File: src/rtl/clk_gen_pkg.sv
`timescale 1ns/1ps
// Shared types and power-on settings for the programmable clock generator.
// The defaults give a 200 kHz output from a 50 MHz system clock.
package clk_gen_pkg;

    typedef enum logic [1:0] {
        IDLE = 2'd0,
        RUN  = 2'd1,
        STOP = 2'd2
    } gen_state_e;

    localparam int unsigned DEF_HALF_200K = 125;
    localparam int unsigned DEF_PHASE_MID = 62;

endpackage

File: src/rtl/clk_gen_prog.sv
`timescale 1ns/1ps
// Programmable glitch-free clock divider with rise/fall strobes and a mid-bit sample strobe.
// Settings change only at half-period boundaries, so clk_out never produces a runt pulse.
module clk_gen_prog
    import clk_gen_pkg::*;
#(
    parameter int unsigned CNT_W     = 16,
    parameter int unsigned DEF_HALF  = DEF_HALF_200K,
    parameter int unsigned DEF_PHASE = DEF_PHASE_MID
) (
    input  logic             clk,
    input  logic             rst,
    input  logic             en,
    input  logic             load,
    input  logic [CNT_W-1:0] half_in,
    input  logic [CNT_W-1:0] phase_in,
    output logic             clk_out,
    output logic             rise_stb,
    output logic             fall_stb,
    output logic             sample_stb,
    output logic             running
);

    gen_state_e       state_q, state_d;
    logic [CNT_W-1:0] cnt_q, cnt_d;
    logic             clk_out_q, clk_out_d;
    logic [CNT_W-1:0] act_half_q, act_half_d;
    logic [CNT_W-1:0] act_phase_q, act_phase_d;
    logic [CNT_W-1:0] pend_half_q, pend_half_d;
    logic [CNT_W-1:0] pend_phase_q, pend_phase_d;
    logic             pend_q, pend_d;
    logic             rise_stb_q, rise_stb_d;
    logic             fall_stb_q, fall_stb_d;
    logic             sample_stb_q, sample_stb_d;

    logic             boundary;
    logic             divide;
    logic [CNT_W-1:0] new_half;
    logic [CNT_W-1:0] new_phase;

    function automatic logic [CNT_W-1:0] clamp_half(input logic [CNT_W-1:0] h);
        return (h == '0) ? CNT_W'(1) : h;
    endfunction

    // The phase limit is taken against the half-period stored in the same write.
    function automatic logic [CNT_W-1:0] clamp_phase(input logic [CNT_W-1:0] p,
                                                      input logic [CNT_W-1:0] h);
        return (p > h - CNT_W'(1)) ? h - CNT_W'(1) : p;
    endfunction

    assign new_half  = clamp_half(half_in);
    assign new_phase = clamp_phase(phase_in, new_half);

    always_comb begin
        state_d      = state_q;
        cnt_d        = cnt_q;
        clk_out_d    = clk_out_q;
        act_half_d   = act_half_q;
        act_phase_d  = act_phase_q;
        pend_half_d  = pend_half_q;
        pend_phase_d = pend_phase_q;
        pend_d       = pend_q;
        divide       = 1'b0;
        boundary     = (state_q != IDLE) && (cnt_q == act_half_q - CNT_W'(1));

        case (state_q)
            IDLE: begin
                cnt_d     = '0;
                clk_out_d = 1'b0;
                if (en) begin
                    state_d = RUN;
                end
            end
            RUN: begin
                if (!en && !clk_out_q) begin
                    state_d = IDLE;
                    cnt_d   = '0;
                end else begin
                    divide = 1'b1;
                    // Leaving from the high half waits for the falling edge, unless it is due now.
                    if (!en) begin
                        state_d = boundary ? IDLE : STOP;
                    end
                end
            end
            STOP: begin
                divide = 1'b1;
                if (en) begin
                    state_d = RUN;
                end else if (boundary) begin
                    state_d = IDLE;
                end
            end
            default: begin
                state_d   = IDLE;
                cnt_d     = '0;
                clk_out_d = 1'b0;
            end
        endcase

        if (divide) begin
            if (boundary) begin
                cnt_d     = '0;
                clk_out_d = ~clk_out_q;
            end else begin
                cnt_d = cnt_q + CNT_W'(1);
            end
        end

        // With no output toggling, IDLE is as safe as a boundary for switching settings.
        if (state_q == IDLE || boundary) begin
            if (load) begin
                act_half_d  = new_half;
                act_phase_d = new_phase;
            end else if (pend_q) begin
                act_half_d  = pend_half_q;
                act_phase_d = pend_phase_q;
            end
            pend_d = 1'b0;
        end else if (load) begin
            pend_half_d  = new_half;
            pend_phase_d = new_phase;
            pend_d       = 1'b1;
        end

        rise_stb_d   = divide && boundary && !clk_out_q;
        fall_stb_d   = divide && boundary &&  clk_out_q;
        sample_stb_d = (state_d != IDLE) && clk_out_d && (cnt_d == act_phase_d);
    end

    always_ff @(posedge clk or posedge rst) begin
        if (rst) begin
            state_q      <= IDLE;
            cnt_q        <= '0;
            clk_out_q    <= 1'b0;
            act_half_q   <= CNT_W'(DEF_HALF);
            act_phase_q  <= CNT_W'(DEF_PHASE);
            pend_half_q  <= '0;
            pend_phase_q <= '0;
            pend_q       <= 1'b0;
            rise_stb_q   <= 1'b0;
            fall_stb_q   <= 1'b0;
            sample_stb_q <= 1'b0;
        end else begin
            state_q      <= state_d;
            cnt_q        <= cnt_d;
            clk_out_q    <= clk_out_d;
            act_half_q   <= act_half_d;
            act_phase_q  <= act_phase_d;
            pend_half_q  <= pend_half_d;
            pend_phase_q <= pend_phase_d;
            pend_q       <= pend_d;
            rise_stb_q   <= rise_stb_d;
            fall_stb_q   <= fall_stb_d;
            sample_stb_q <= sample_stb_d;
        end
    end

    assign clk_out    = clk_out_q;
    assign rise_stb   = rise_stb_q;
    assign fall_stb   = fall_stb_q;
    assign sample_stb = sample_stb_q;
    assign running    = (state_q != IDLE);

endmodule
File: config.mk
export PLATFORM = sky130hd
export DESIGN_NAME = clk_gen_prog
export DESIGN_NICKNAME = d
export VERILOG_FILES = /design/src/rtl/clk_gen_pkg.sv /design/src/rtl/clk_gen_prog.sv
export SDC_FILE = /design/constraint.sdc
export NUM_CORES = 1
export LEC_CHECK = 0
export CAP_MARGIN = 0
export CORE_ASPECT_RATIO = 0.7
export CORE_UTILIZATION = 48
export CTS_BUF_LIST = sky130_fd_sc_hd__clkbuf_16
export DETAILED_ROUTE_END_ITERATION = 6
export PLACE_DENSITY = 0.67
export SYNTH_ARGS = -nofsm -noshare
export SYNTH_HDL_FRONTEND = slang
export SYNTH_SLANG_ARGS = --single-unit
File: constraint.sdc
create_clock -name clk -period 5.3 [get_ports clk]
set_clock_uncertainty 0.05 [all_clocks]
set_input_delay 1.06 -clock clk [delete_from_list [all_inputs] [get_ports clk]]
set_output_delay 1.06 -clock clk [all_outputs]
set_load 0.02 [all_outputs]
==> impl_metrics.toml <==
[sta]
hold_viol = 0
drv_slew = 0
whs_ps = 433
clock.fmax_mhz = 170
finalCritPeriodShare = 1.11
fin_ws_ps = -570
timing.final.crit_period_ps = 5870
setup_viol = 1
worst_pin_slew_ps = 869
rsz0062_at_grt = "true"
relSlewSlack = 0.420

[floorplan]
fp.dieH_um = 95.1
start_util = 0.500
core_area_um2 = 11900
dieArea_um2 = 12800
rows = 33
fp.dieW_um = 135
pin_count = 41

[cts]
htree_num_levels = 3
cts-buffers-inserted = 9
cts_tree = "done"
clk_pin_slew_ps = 70
clock_path_buffers = 2
root_buffer = "clkbuf_16"
clk_latency_ps = 350
numClockSinks = 87

[synth]
ys_ff_latch = 87
synth_area_leaders = "dfrtp_1 (32%), dfstp_2 (4.9%), ha_1 (4.8%)"
synth_top_area_cell = "dfrtp_1"
async_reset_ff_frac = 1.00
synth_seq_area_share = 0.369
synth_edf_count = 0
synth_top_area_share = 0.320
synth_flop_cell = "dfrtp_1"
synth_nets = 717
yosys_warnings = 0
syn_area_um2 = 5940
syn-instance-count = 658
synth_area_per_cell_um2 = 9.03
yosysUniqueCellTypes = 69

[setup_path]
critical_path.top_delay_family = "simple AND/OR/NAND/NOR gates"
crit_path_end_kind = "flop"
setup.worst_path.start_class = "input pin"
path_class = "in2reg"
path_max_fanout = 6
worst_ep_arrival_time_ps = 6090
worstPathCellList = "dlygate4sd2_1, nor2_2, a31oi_2, ha_2, or4b_4, or3_4, xnor2_4, inv_2, ha_4, nand4_1, or4_4, or3_4, buf_8, buf_6, and3b_2, nor4_4, a211oi_2, buf_4, nor3_2, a21oi_1, or4_1, a211oi_2"
cp_data_required_time_ps = 5520
critPathSlowestCell = "or4_4"
crit_buf_inv = 5
critical_path.max_stage_delay_ps = 540

[run_status]
status = "complete, but fails checks"
violations = "setup timing"

[detailed_routing]
drtIter0Drc = 504
drc = 0
vias = 5594
drt-vias-per-instance = 6.10
routed_wl_um = 18000
drt_pass1_iterations = 5
routedWlPerCell_um = 19.6
postRouteAntennaNets = 0

[final_layout]
fillerInstances = 1001
insertedDiodeCount = 0
syn_to_final_growth_pct = 27.6
drive_gt1_frac = 0.271
stdcell_area_um2 = 7590
fin_nets = 814
multi_input_area_um2 = 3800
final_core_util = 0.638
seqCellArea_um2 = 2190

[placed_design]
place_hpwl_um = 13400
placed_area_um2 = 6910
place.gp.congestion = 0.911
numPortBuffers = 40

[global_routing]
grt_pass1_vias = 5396
grt_overflow = 0
grt_pass1_wl_um = 28500
grt_use_total = 0.295
antenna_found_initial = 0
grt_max_degree = 52

[power_and_ir_drop]
cellPowerDensity_nw_per_um2 = 452
p_leak_nw = 3.20
p_total_mw = 3.43
ir_drop_v = 0.000267

[hold_path]
hold_path_class = "reg2reg"

[flow_run]
drv_cap = 0
==> state kept, by name, indices dropped and copies added (netlist names) <==
| register | flops |
|---|---|
| cnt_q | 16 |
| pend_q | 1 |
| fall_stb | 1 |
| act_half_q | 16 |
| state_q | 2 |
| sample_stb | 1 |
| act_phase_q | 16 |
| clk_out | 1 |
| pend_half_q | 16 |
| pend_phase_q | 16 |
| rise_stb | 1 |
==> tightest hold or removal path: stages, from the launching register on <==
cell and delay [ps]:
dfrtp_1 350, nand2_1 50, o21ai_0 60
==> final cells by class <==
cell class,instances,share of cell area
Clock buffer,9,0.0297
Clock inverter,7,0.0106
Inverter,21,0.0106
Multi-Input combinational cell,511,0.502
Sequential cell,87,0.289
Tap cell,157,0.0259
Timing Repair Buffer,125,0.133
==> through the flow <==
step	std cells	setup TNS [ps]	worst slack (ps)
6_report	917	-570	-570
5_1_grt	917	-775	-732
2_1_floorplan	658	-508	-508
4_1_cts	912	-536	-536
3_3_place_gp	881	-7190	-1280
3_5_place_dp	881	-11000	-1400
==> timing repair <==
item,4_1_cts,5_1_grt
setup endpoints to repair,12,4
pin swaps,32,19
buffers inserted,16,5
gates resized for setup,85,18
hold buffers,0,0
==> layer usage <==
layer | GRT usage | vias up | wire [µm]
met1 | 0.422 | 2745 | 8400
met3 | 0.0420 | 29 | 1190
li1 | - | 2607 | -
met5 | 0 | - | 0
met4 | 0.0805 | 0 | 280
met2 | 0.465 | 213 | 8090
==> final timing paths <==
check / to / depth (start not counted) / start / slack [ps]
min reg2reg: pend_half_q[0] / 2 / pend_half_q[0] / 430
min in group asynchronous: act_half_q[7] / 2 / rst / 1140
max in group asynchronous: act_phase_q[3] / 3 / rst / 3010
max: sample_stb / 22 / half_in[3] / -570
max reg2reg: sample_stb / 14 / act_half_q[1] / 420
min: pend_half_q[0] / 2 / pend_half_q[0] / 430
==> power by group <==
group | internal, mW | switching [mW] | total (mW)
Sequential | 0.950 | 0.230 | 1.18
Clock | 0.334 | 0.302 | 0.636
Combinational | 0.717 | 0.899 | 1.62
Total | 2.00 | 1.43 | 3.43
==> cell usage after synthesis, drive strengths merged, types with 23 or more instances <==
cell type  count
a21oi         23
clkbuf        28
dfrtp         76
ha            23
nand2         59
nand3         48
nor2          45
nor3          25
o21ai         53
xnor2         29
xor2          26
==> layout by cell type, fill, tap and decap left out, drive strengths merged, types with 25 or more instances in the layout <==
master,instances
buf,97
dfrtp,76
nand2,59
o21ai,53
nand3,48
nor2,45
xnor2,29
xor2,26
nor3,25
==> kinds of logic (layout without fill, tap and decap cells) <==
family	count (synthesis)	in the layout	synth area share
simple gates	246	246	0.217
compound gates	148	148	0.170
flops	87	87	0.369
buf+inv	60	162	0.0450
xor+xnor	55	55	0.0810
mux	39	39	0.0699
fa+ha+maj	23	23	0.0484
Power figures use the tool's default switching activity.
